`config.mk`:
```
export PLATFORM = sky130hd
export DESIGN_NAME = frame_slot_manager_flat
export DESIGN_NICKNAME = d
export VERILOG_FILES = /design/src/rtl/frame_slot_manager_if.sv /design/src/rtl/frame_slot_manager.sv /design/src/flat_wrapper.sv
export SDC_FILE = /design/constraint.sdc
export NUM_CORES = 1
export LEC_CHECK = 0
export BUFFER_PORTS_ARGS = -buffer_cell sky130_fd_sc_hd__buf_2
export CAP_MARGIN = 10
export CORE_ASPECT_RATIO = 1.75
export CORE_MARGIN = 3
export CORE_UTILIZATION = 45
export DETAILED_ROUTE_END_ITERATION = 8
export PLACE_DENSITY = 0.84
export SLEW_MARGIN = 20
export SYNTH_ARGS = -nofsm -noshare
export SYNTH_HDL_FRONTEND = slang
export SYNTH_SLANG_ARGS = --single-unit
export TNS_END_PERCENT = 20
```
`constraint.sdc`:
```
create_clock -name clk_133M -period 2 [get_ports clk_133M]
set_input_delay 0.4 -clock clk_133M [delete_from_list [all_inputs] [get_ports clk_133M]]
set_output_delay 0.4 -clock clk_133M [all_outputs]
set_load 0.05 [all_outputs]
```
`src/rtl/frame_slot_manager_if.sv`:
```
// Frame slot manager bus: writer and reader handshakes plus status.
// SLOT_BITS must match the slot index width of the attached manager.
interface frame_slot_manager_if #(
  parameter int SLOT_BITS = 2
);
  logic                 wr_start;
  logic                 wr_done;
  logic                 wr_grant;
  logic [SLOT_BITS-1:0] wr_slot;
  logic [24:0]          wr_base;
  logic                 wr_drop;
  logic [1:0]           rd_acquire;
  logic [1:0]           rd_release;
  logic [1:0]           rd_grant;
  logic [SLOT_BITS-1:0] rd_slot0;
  logic [SLOT_BITS-1:0] rd_slot1;
  logic [24:0]          rd_base0;
  logic [24:0]          rd_base1;
  logic [1:0]           rd_held;
  logic                 newest_valid;
  logic [SLOT_BITS-1:0] newest_slot;
  logic [15:0]          frame_count;
  logic [7:0]           drop_count;

  modport master (
    output wr_start, wr_done, rd_acquire, rd_release,
    input  wr_grant, wr_slot, wr_base, wr_drop,
    input  rd_grant, rd_slot0, rd_slot1, rd_base0, rd_base1,
    input  rd_held, newest_valid, newest_slot,
    input  frame_count, drop_count
  );

  modport slave (
    input  wr_start, wr_done, rd_acquire, rd_release,
    output wr_grant, wr_slot, wr_base, wr_drop,
    output rd_grant, rd_slot0, rd_slot1, rd_base0, rd_base1,
    output rd_held, newest_valid, newest_slot,
    output frame_count, drop_count
  );
endinterface

```
`src/rtl/frame_slot_manager.sv`:
```
// DDR frame-buffer slot allocator: one camera writer, two readers
// locking the newest completed frame, never overwriting a held slot.
module frame_slot_manager #(
  parameter int          NUM_SLOTS   = 4,
  parameter int          SLOT_BITS   = 2,
  parameter logic [24:0] SLOT_STRIDE = 25'h0010000
) (
  input  logic clk_133M,
  input  logic rst_n_133M,
  frame_slot_manager_if.slave bus
);

  typedef enum logic {IDLE, ACTIVE} wr_state_t;
  typedef enum logic [1:0] {FREE, WRITING, READY} slot_state_t;

  wr_state_t   state, state_n;
  slot_state_t slot_st   [NUM_SLOTS];
  slot_state_t slot_st_n [NUM_SLOTS];

  logic [SLOT_BITS-1:0]      wr_slot_q, wr_slot_n;
  logic [SLOT_BITS-1:0]      newest_q, newest_n;
  logic [1:0][SLOT_BITS-1:0] hslot_q, hslot_n;
  logic [1:0]                held_q, held_n;
  logic [1:0]                rgrant_q, rgrant_n;
  logic                      nv_q, nv_n;
  logic                      grant_q, grant_n;
  logic                      drop_q, drop_n;
  logic [15:0]               fc_q, fc_n;
  logic [7:0]                dc_q, dc_n;
  logic                      alloc_ok;
  logic [SLOT_BITS-1:0]      alloc_slot;

  // The slot being aborted by a restart is reusable in the same cycle.
  always_comb begin
    alloc_ok   = 1'b0;
    alloc_slot = '0;
    for (int s = NUM_SLOTS - 1; s >= 0; s--) begin
      if (slot_st[s] == FREE ||
          (state == ACTIVE && wr_slot_q == SLOT_BITS'(s))) begin
        alloc_ok   = 1'b1;
        alloc_slot = SLOT_BITS'(s);
      end
    end
  end

  always_comb begin
    state_n   = state;
    wr_slot_n = wr_slot_q;
    grant_n   = 1'b0;
    drop_n    = 1'b0;
    nv_n      = nv_q;
    newest_n  = newest_q;
    fc_n      = fc_q;
    dc_n      = dc_q;
    if (bus.wr_start) begin
      if (alloc_ok) begin
        state_n   = ACTIVE;
        wr_slot_n = alloc_slot;
        grant_n   = 1'b1;
      end else begin
        state_n = IDLE;
        drop_n  = 1'b1;
        if (dc_q != 8'hFF) dc_n = dc_q + 8'd1;
      end
    end else if (bus.wr_done && state == ACTIVE) begin
      state_n  = IDLE;
      nv_n     = 1'b1;
      newest_n = wr_slot_q;
      fc_n     = fc_q + 16'd1;
    end
  end

  always_comb begin
    held_n   = held_q;
    hslot_n  = hslot_q;
    rgrant_n = 2'b00;
    for (int i = 0; i < 2; i++) begin
      if (bus.rd_acquire[i] && nv_q) begin
        held_n[i]   = 1'b1;
        hslot_n[i]  = newest_q;
        rgrant_n[i] = 1'b1;
      end else if (bus.rd_release[i]) begin
        held_n[i] = 1'b0;
      end
    end
  end

  // A slot stays READY only while it is newest or held by a reader.
  always_comb begin
    for (int s = 0; s < NUM_SLOTS; s++) begin
      slot_st_n[s] = FREE;
      if (state_n == ACTIVE && wr_slot_n == SLOT_BITS'(s))
        slot_st_n[s] = WRITING;
      else if ((nv_n && newest_n == SLOT_BITS'(s)) ||
               (held_n[0] && hslot_n[0] == SLOT_BITS'(s)) ||
               (held_n[1] && hslot_n[1] == SLOT_BITS'(s)))
        slot_st_n[s] = READY;
    end
  end

  always_ff @(posedge clk_133M) begin
    if (!rst_n_133M) begin
      state     <= IDLE;
      wr_slot_q <= '0;
      newest_q  <= '0;
      hslot_q   <= '0;
      held_q    <= 2'b00;
      rgrant_q  <= 2'b00;
      nv_q      <= 1'b0;
      grant_q   <= 1'b0;
      drop_q    <= 1'b0;
      fc_q      <= '0;
      dc_q      <= '0;
      for (int s = 0; s < NUM_SLOTS; s++) slot_st[s] <= FREE;
    end else begin
      state     <= state_n;
      wr_slot_q <= wr_slot_n;
      newest_q  <= newest_n;
      hslot_q   <= hslot_n;
      held_q    <= held_n;
      rgrant_q  <= rgrant_n;
      nv_q      <= nv_n;
      grant_q   <= grant_n;
      drop_q    <= drop_n;
      fc_q      <= fc_n;
      dc_q      <= dc_n;
      for (int s = 0; s < NUM_SLOTS; s++) slot_st[s] <= slot_st_n[s];
    end
  end

  assign bus.wr_grant     = grant_q;
  assign bus.wr_drop      = drop_q;
  assign bus.wr_slot      = wr_slot_q;
  assign bus.wr_base      = 25'(wr_slot_q) * SLOT_STRIDE;
  assign bus.rd_grant     = rgrant_q;
  assign bus.rd_held      = held_q;
  assign bus.rd_slot0     = hslot_q[0];
  assign bus.rd_slot1     = hslot_q[1];
  assign bus.rd_base0     = 25'(hslot_q[0]) * SLOT_STRIDE;
  assign bus.rd_base1     = 25'(hslot_q[1]) * SLOT_STRIDE;
  assign bus.newest_valid = nv_q;
  assign bus.newest_slot  = newest_q;
  assign bus.frame_count  = fc_q;
  assign bus.drop_count   = dc_q;

endmodule

```
`src/flat_wrapper.sv`:
```
// flat-port wrapper written by rule: the top's interface ports become plain ports
module frame_slot_manager_flat 
#(
  parameter int          NUM_SLOTS   = 4,
  parameter int          SLOT_BITS   = 2,
  parameter logic [24:0] SLOT_STRIDE = 25'h0010000
)
  (clk_133M, rst_n_133M, bus_wr_start, bus_wr_done, bus_rd_acquire, bus_rd_release, bus_wr_grant, bus_wr_slot, bus_wr_base, bus_wr_drop, bus_rd_grant, bus_rd_slot0, bus_rd_slot1, bus_rd_base0, bus_rd_base1, bus_rd_held, bus_newest_valid, bus_newest_slot, bus_frame_count, bus_drop_count);
  frame_slot_manager_if #(.SLOT_BITS(SLOT_BITS)) bus_i ();
  input  logic clk_133M;
  input  logic rst_n_133M;
  input wire logic [$bits(bus_i.wr_start)-1:0] bus_wr_start;
  input wire logic [$bits(bus_i.wr_done)-1:0] bus_wr_done;
  input wire logic [$bits(bus_i.rd_acquire)-1:0] bus_rd_acquire;
  input wire logic [$bits(bus_i.rd_release)-1:0] bus_rd_release;
  output wire logic [$bits(bus_i.wr_grant)-1:0] bus_wr_grant;
  output wire logic [$bits(bus_i.wr_slot)-1:0] bus_wr_slot;
  output wire logic [$bits(bus_i.wr_base)-1:0] bus_wr_base;
  output wire logic [$bits(bus_i.wr_drop)-1:0] bus_wr_drop;
  output wire logic [$bits(bus_i.rd_grant)-1:0] bus_rd_grant;
  output wire logic [$bits(bus_i.rd_slot0)-1:0] bus_rd_slot0;
  output wire logic [$bits(bus_i.rd_slot1)-1:0] bus_rd_slot1;
  output wire logic [$bits(bus_i.rd_base0)-1:0] bus_rd_base0;
  output wire logic [$bits(bus_i.rd_base1)-1:0] bus_rd_base1;
  output wire logic [$bits(bus_i.rd_held)-1:0] bus_rd_held;
  output wire logic [$bits(bus_i.newest_valid)-1:0] bus_newest_valid;
  output wire logic [$bits(bus_i.newest_slot)-1:0] bus_newest_slot;
  output wire logic [$bits(bus_i.frame_count)-1:0] bus_frame_count;
  output wire logic [$bits(bus_i.drop_count)-1:0] bus_drop_count;
  assign bus_i.wr_start = bus_wr_start;
  assign bus_i.wr_done = bus_wr_done;
  assign bus_i.rd_acquire = bus_rd_acquire;
  assign bus_i.rd_release = bus_rd_release;
  assign bus_wr_grant = bus_i.wr_grant;
  assign bus_wr_slot = bus_i.wr_slot;
  assign bus_wr_base = bus_i.wr_base;
  assign bus_wr_drop = bus_i.wr_drop;
  assign bus_rd_grant = bus_i.rd_grant;
  assign bus_rd_slot0 = bus_i.rd_slot0;
  assign bus_rd_slot1 = bus_i.rd_slot1;
  assign bus_rd_base0 = bus_i.rd_base0;
  assign bus_rd_base1 = bus_i.rd_base1;
  assign bus_rd_held = bus_i.rd_held;
  assign bus_newest_valid = bus_i.newest_valid;
  assign bus_newest_slot = bus_i.newest_slot;
  assign bus_frame_count = bus_i.frame_count;
  assign bus_drop_count = bus_i.drop_count;
  frame_slot_manager #(.NUM_SLOTS(NUM_SLOTS), .SLOT_BITS(SLOT_BITS), .SLOT_STRIDE(SLOT_STRIDE)) u_core (.clk_133M(clk_133M), .rst_n_133M(rst_n_133M), .bus(bus_i));
endmodule
```
; ---- Word-level counts from Yosys, hierarchy flattened
; Memories as Yosys holds them, arrays and structs flattened.
; Index checks and enable logic that the tools add are counted.
[op_classes]
n_addsub = 2
mul = 0
div_mod_pow = 0
magnitude_cmp = 0
eq_ne = 16
n_shift = 0
n_mux = 40
n_bitwise = 6
reduce_logical = 47
[op_table]
columns = cell, n
row1 = two-way mux 2 bit, 22
row2 = logical AND 1 bit, 23
row3 = == test 2 bit (second input constant), 10
row4 = logical NOT 2 bit, 9
row5 = two-way mux 1 bit, 18
row6 = adder 16 x 1 -> 16 bit (second input constant), 1
row7 = logical OR 1 bit, 12
row8 = == test 2 x 1 -> 1 bit (second input constant), 5
row9 = adder 8 x 1 -> 8 bit (second input constant), 1
row10 = inequality test 8 bit (second input constant), 1
row11 = bitwise OR 1 bit, 4
row12 = AND reduction 2 bit, 2
row13 = AND reduction 3 bit, 1
row14 = inverter 1 bit, 2
[word_totals]
reg_bits = 40
latch_bits = 0
ramBits = 8
romBits = 0
input_bits = 8
out_inout_bits = 114
memories = 1
[mem_list]
columns = name, words, width, rd, rd_ports_with_merged_regs, wr, line
row1 = u_core.slot_st, 4, 2, 4, 0, 4, frame_slot_manager.sv:17  ; slot_state_t slot_st [NUM_SLOTS];

; ---- Longest topological paths before layout
[depth]
depth_word = 13
mapped_depth = 6
ltp_nobuf = 5

; ---- Worst setup path before layout
; OpenSTA, ideal clock, no wires.
[synth_timing]
path_type = register to register
from = register u_core.fc_q[0] (netlist: u_core.bus.frame_count[0])
to = register u_core.fc_q[14] (netlist: u_core.bus.frame_count[14])
arrival_ns = 1.817
required_ns = 1.928
path_slack_ns = 0.111
path_stages_with_launch = 7
cell_sequence = dfxtp_1 > ha_1 > and4b_1 > clkbuf_1 > nand4_1 > nor3_1 > mux2i_1
[synth_between]
elab_chain_cells = 1
[synth_lines]
columns = element, line
row1 = start: declaration, frame_slot_manager.sv:28  ; logic [15:0] fc_q, fc_n;
row2 = start signal: assignment, frame_slot_manager.sv:125  ; fc_q <= fc_n;
row3 = adder 16 x 1 -> 16 bit, frame_slot_manager.sv:69  ; fc_n = fc_q + 16'd1;
; Every way passes these cells.
; A chain may end at the register's enable or synchronous reset.

==> flow_summary.json <==
{
  "status": "finished clean",
  "combPwrFrac_pct": 20.1,
  "rsz0062_at_grt": "no",
  "slew_viol_final": 0,
  "synth_top_area_share_pct": 34.8,
  "io_buffer_count": 52,
  "hold_class": "in -> reg",
  "path_max_fanout": 14,
  "cts_tree": "built",
  "vias": 2339,
  "synth_edf_count": 0,
  "ys_seq_area_share_pct": 34.8,
  "start_util_pct": 46.6,
  "tightest_slew_ps": 526,
  "crit_arrival_ps": 2050,
  "place_ws_ps": 59.9,
  "fin_cells": 457,
  "grtUsageMet2_pct": 30.5,
  "period_minus_slack_ps": 1820,
  "grt_use_total_pct": 15.9,
  "muxShareOfSynthArea_pct": 1.81,
  "synth_xor_area_share_pct": 3.17,
  "seq_power_share_pct": 46.9,
  "synth_cell_types": 50,
  "ios": 122,
  "drive_gt1_share_pct": 19.0,
  "max_freq_mhz": 551,
  "drc_errors": 0,
  "syn_area_per_cell_um2": 8.35,
  "fin_skew_ps": 4.36,
  "final.fill_count": 586,
  "dieArea_um2": 7160,
  "clk_path_buf_depth": 2,
  "use_met1_pct": 16.7,
  "die_w_um": 65.2,
  "antenna_found_initial": 0,
  "p_int_mw": 1.38,
  "finalSetupViolations": 0,
  "ant_nets": 0,
  "cts_buffers": 5,
  "finalSetupTns_ps": 0,
  "setup_slack_ps": 184,
  "fp.dieH_um": 110,
  "grtUsageMet3_pct": 3.78,
  "post_cts_buffers": 0,
  "finalWirelength_um": 5840,
  "ctsHoldBuffers": 0,
  "synth_cells": 331,
  "crit_path_end_kind": "flip-flop",
  "row_count": 37,
  "cts.clk_slew.worst_paths_ps": 80,
  "critPathSlowestCell": "or4_4",
  "clock_latency_ps": 300,
  "grt_pass1_vias": 2084,
  "grt_overflow": 0,
  "synthesis.area_um2": 2760,
  "cap_violations": 0,
  "p_sw_uw": 712,
  "synth_area_leaders": "dfxtp_1 35%, buf_4 20%, a21oi_1 3.4%, nor2_1 3.1%, and3_1 2.7%",
  "crit_required_ps": 2240,
  "path_buf_inv": 0,
  "path_cells": "o22ai_1, or4_4, or4_1, a21oi_1",
  "wire_per_inst_um": 12.8,
  "period_share_pct": 90.8,
  "yosys_warnings": 0,
  "relSlewSlack_pct": 64.7,
  "vias_per_cell": 5.12,
  "ys_seq_elements": 48,
  "p_sw_share_pct": 34.1,
  "yosys.area.top_type": "dfxtp_1",
  "synth-simple-area-share_pct": 22.6,
  "coreArea_um2": 5930,
  "drtIter0Drc": 145,
  "n_antenna_cell": 0,
  "cts_max_level": 2,
  "final_nets": 388,
  "synth_top_family_by_area": "buffers and inverters",
  "synthAdderAreaFrac_pct": 0.905,
  "ys.flop_type": "dfxtp_1",
  "dpl.hpwl_um": 4450,
  "p_clk_share_pct": 33.0,
  "dpl.cell_count": 449,
  "grt_max_degree": 24,
  "ir_worst_vdd_mv": 0.437,
  "crit_family": "simple AND/OR/NAND/NOR gates",
  "areaGrowthSynthToFinish_pct": 6.07,
  "cts_resized": 0,
  "finalHoldViolCount": 0,
  "critical_path_class": "reg -> reg",
  "slowest_delay_ps": 620,
  "cts.sinks": 48,
  "powerDensity_nw_per_um2": 712,
  "clockRootBuffer": "clkbuf_8",
  "synth_compound_area_share_pct": 13.2,
  "start_kind": "flip-flop",
  "grt_pass1_wl_um": 9220,
  "busiest_layer": "met2",
  "power.leakage_nw": 1.34,
  "gp_congestion": 0.827,
  "drt_pass1_iterations": 6,
  "synthArstFlopShare_pct": 0
}
[metrics by stage]
stage / util [%] / cell area (µm²) / power (mW) / hold WS (ps)
after floorplan: - / 3020 / 1.49 / 590
after global placement: 47.6 / 2820 / 1.41 / 451
after detailed placement: 47.6 / 2820 / 1.42 / 463
after CTS: 49.4 / 2930 / 2.10 / 416
after global routing: 49.5 / 2930 / 2.17 / 423
final: 49.5 / 2930 / 2.09 / 417
[cells in the final DEF (no fill, tap or decap), types with 12 or more instances in the layout]
cell type / Yosys / final
a21oi_1: 19 / 19
and3_1: 12 / 12
buf_2: 1 / 52
conb_1: 1 / 69
dfxtp_1: 48 / 48
nand2_1: 18 / 18
nor2_1: 23 / 23
[power groups by stage]
stage	clock network, mW	logic [mW]	registers (mW)
floorplan	0	0.464	1.02
global placement	0	0.414	1.00
detailed placement	0	0.416	1.00
CTS	0.702	0.417	0.979
global route	0.747	0.441	0.981
finish	0.689	0.421	0.979
[cells in the mapped netlist, types with 3 or more instances]
master	number
buf_4	75
dfxtp_1	48
nor2_1	23
a21oi_1	19
nand2_1	18
and3_1	12
clkbuf_1	11
nand3_1	9
nor3_1	9
o21ai_0	9
o31ai_1	7
inv_1	6
nand2b_1	6
or3_1	6
xnor2_1	6
mux2i_1	5
nand4_1	5
or4_1	5
nor3b_1	4
xor2_1	4
nand3b_1	3
nand4b_1	3
nor2b_1	3
[worst paths after layout]
kind / start / cells after the start / to / slack (ps)
hold reg to reg: u_core.bus.frame_count[15]$_SDFFE_PN0P_ / 2 / u_core.bus.frame_count[15]$_SDFFE_PN0P_ / 470
setup / recovery: u_core.slot_st[0][5]$_SDFF_PP0_ / 4 / u_core.bus.drop_count[5]$_SDFFE_PN0P_ / 180
setup reg to reg: u_core.slot_st[0][5]$_SDFF_PP0_ / 4 / u_core.bus.drop_count[5]$_SDFFE_PN0P_ / 180
hold / removal: bus_rd_release[0] / 3 / u_core.bus.rd_held[0]$_SDFF_PN0_ / 420
[metal layers]
metal / wire length (µm) / share of wire, %
met1: 2080 / 36
met2: 3140 / 54
met3: 530 / 9.1
met4: 86 / 1.5
met5: 0 / 0
[registers in the layout, indices dropped and copies added (netlist names)]
register and cells:
u_core.bus.newest_valid 1, u_core.bus.rd_grant 2, u_core.bus.newest_slot 2, u_core.bus.drop_count 8, u_core.bus.rd_held 2, u_core.bus.frame_count 16
u_core.bus.wr_grant 1, u_core.state 1, u_core.slot_st 8, u_core.bus.rd_slot1 2, u_core.bus.rd_slot0 2, u_core.bus.wr_drop 1
u_core.bus.wr_slot 2
[worst register-to-register path, cell delays in order, from the launching register on]
cell and delay (ps):
dfxtp_1 340, o22ai_1 110, or4_4 620, or4_1 540
a21oi_1 150
[area by class of cell]
type                            count  area (µm²)  area share (%)
Timing Repair Buffer               61         328            11.2
Clock inverter                      2        35.0            1.20
Inverter                            6        22.5           0.768
Sequential cell                    48         961            32.8
Tap cell                           78        97.6            3.33
Clock buffer                        6        72.6            2.48
Multi-Input combinational cell    256        1420            48.3
[cell families (layout without fill, tap and decap cells)]
| logic type | count (synthesis) | in the layout |
|---|---|---|
| AND/OR/NAND/NOR | 114 | 114 |
| buffers and inverters | 95 | 75 |
| AO/OA/AOI/OAI | 56 | 56 |
| flip-flops | 48 | 48 |
| XOR/XNOR | 10 | 10 |
| multiplexers | 5 | 5 |
| adder cells (fa/ha/maj) | 2 | 2 |
| other | 1 | 69 |
(Power assumes the default switching activity.)
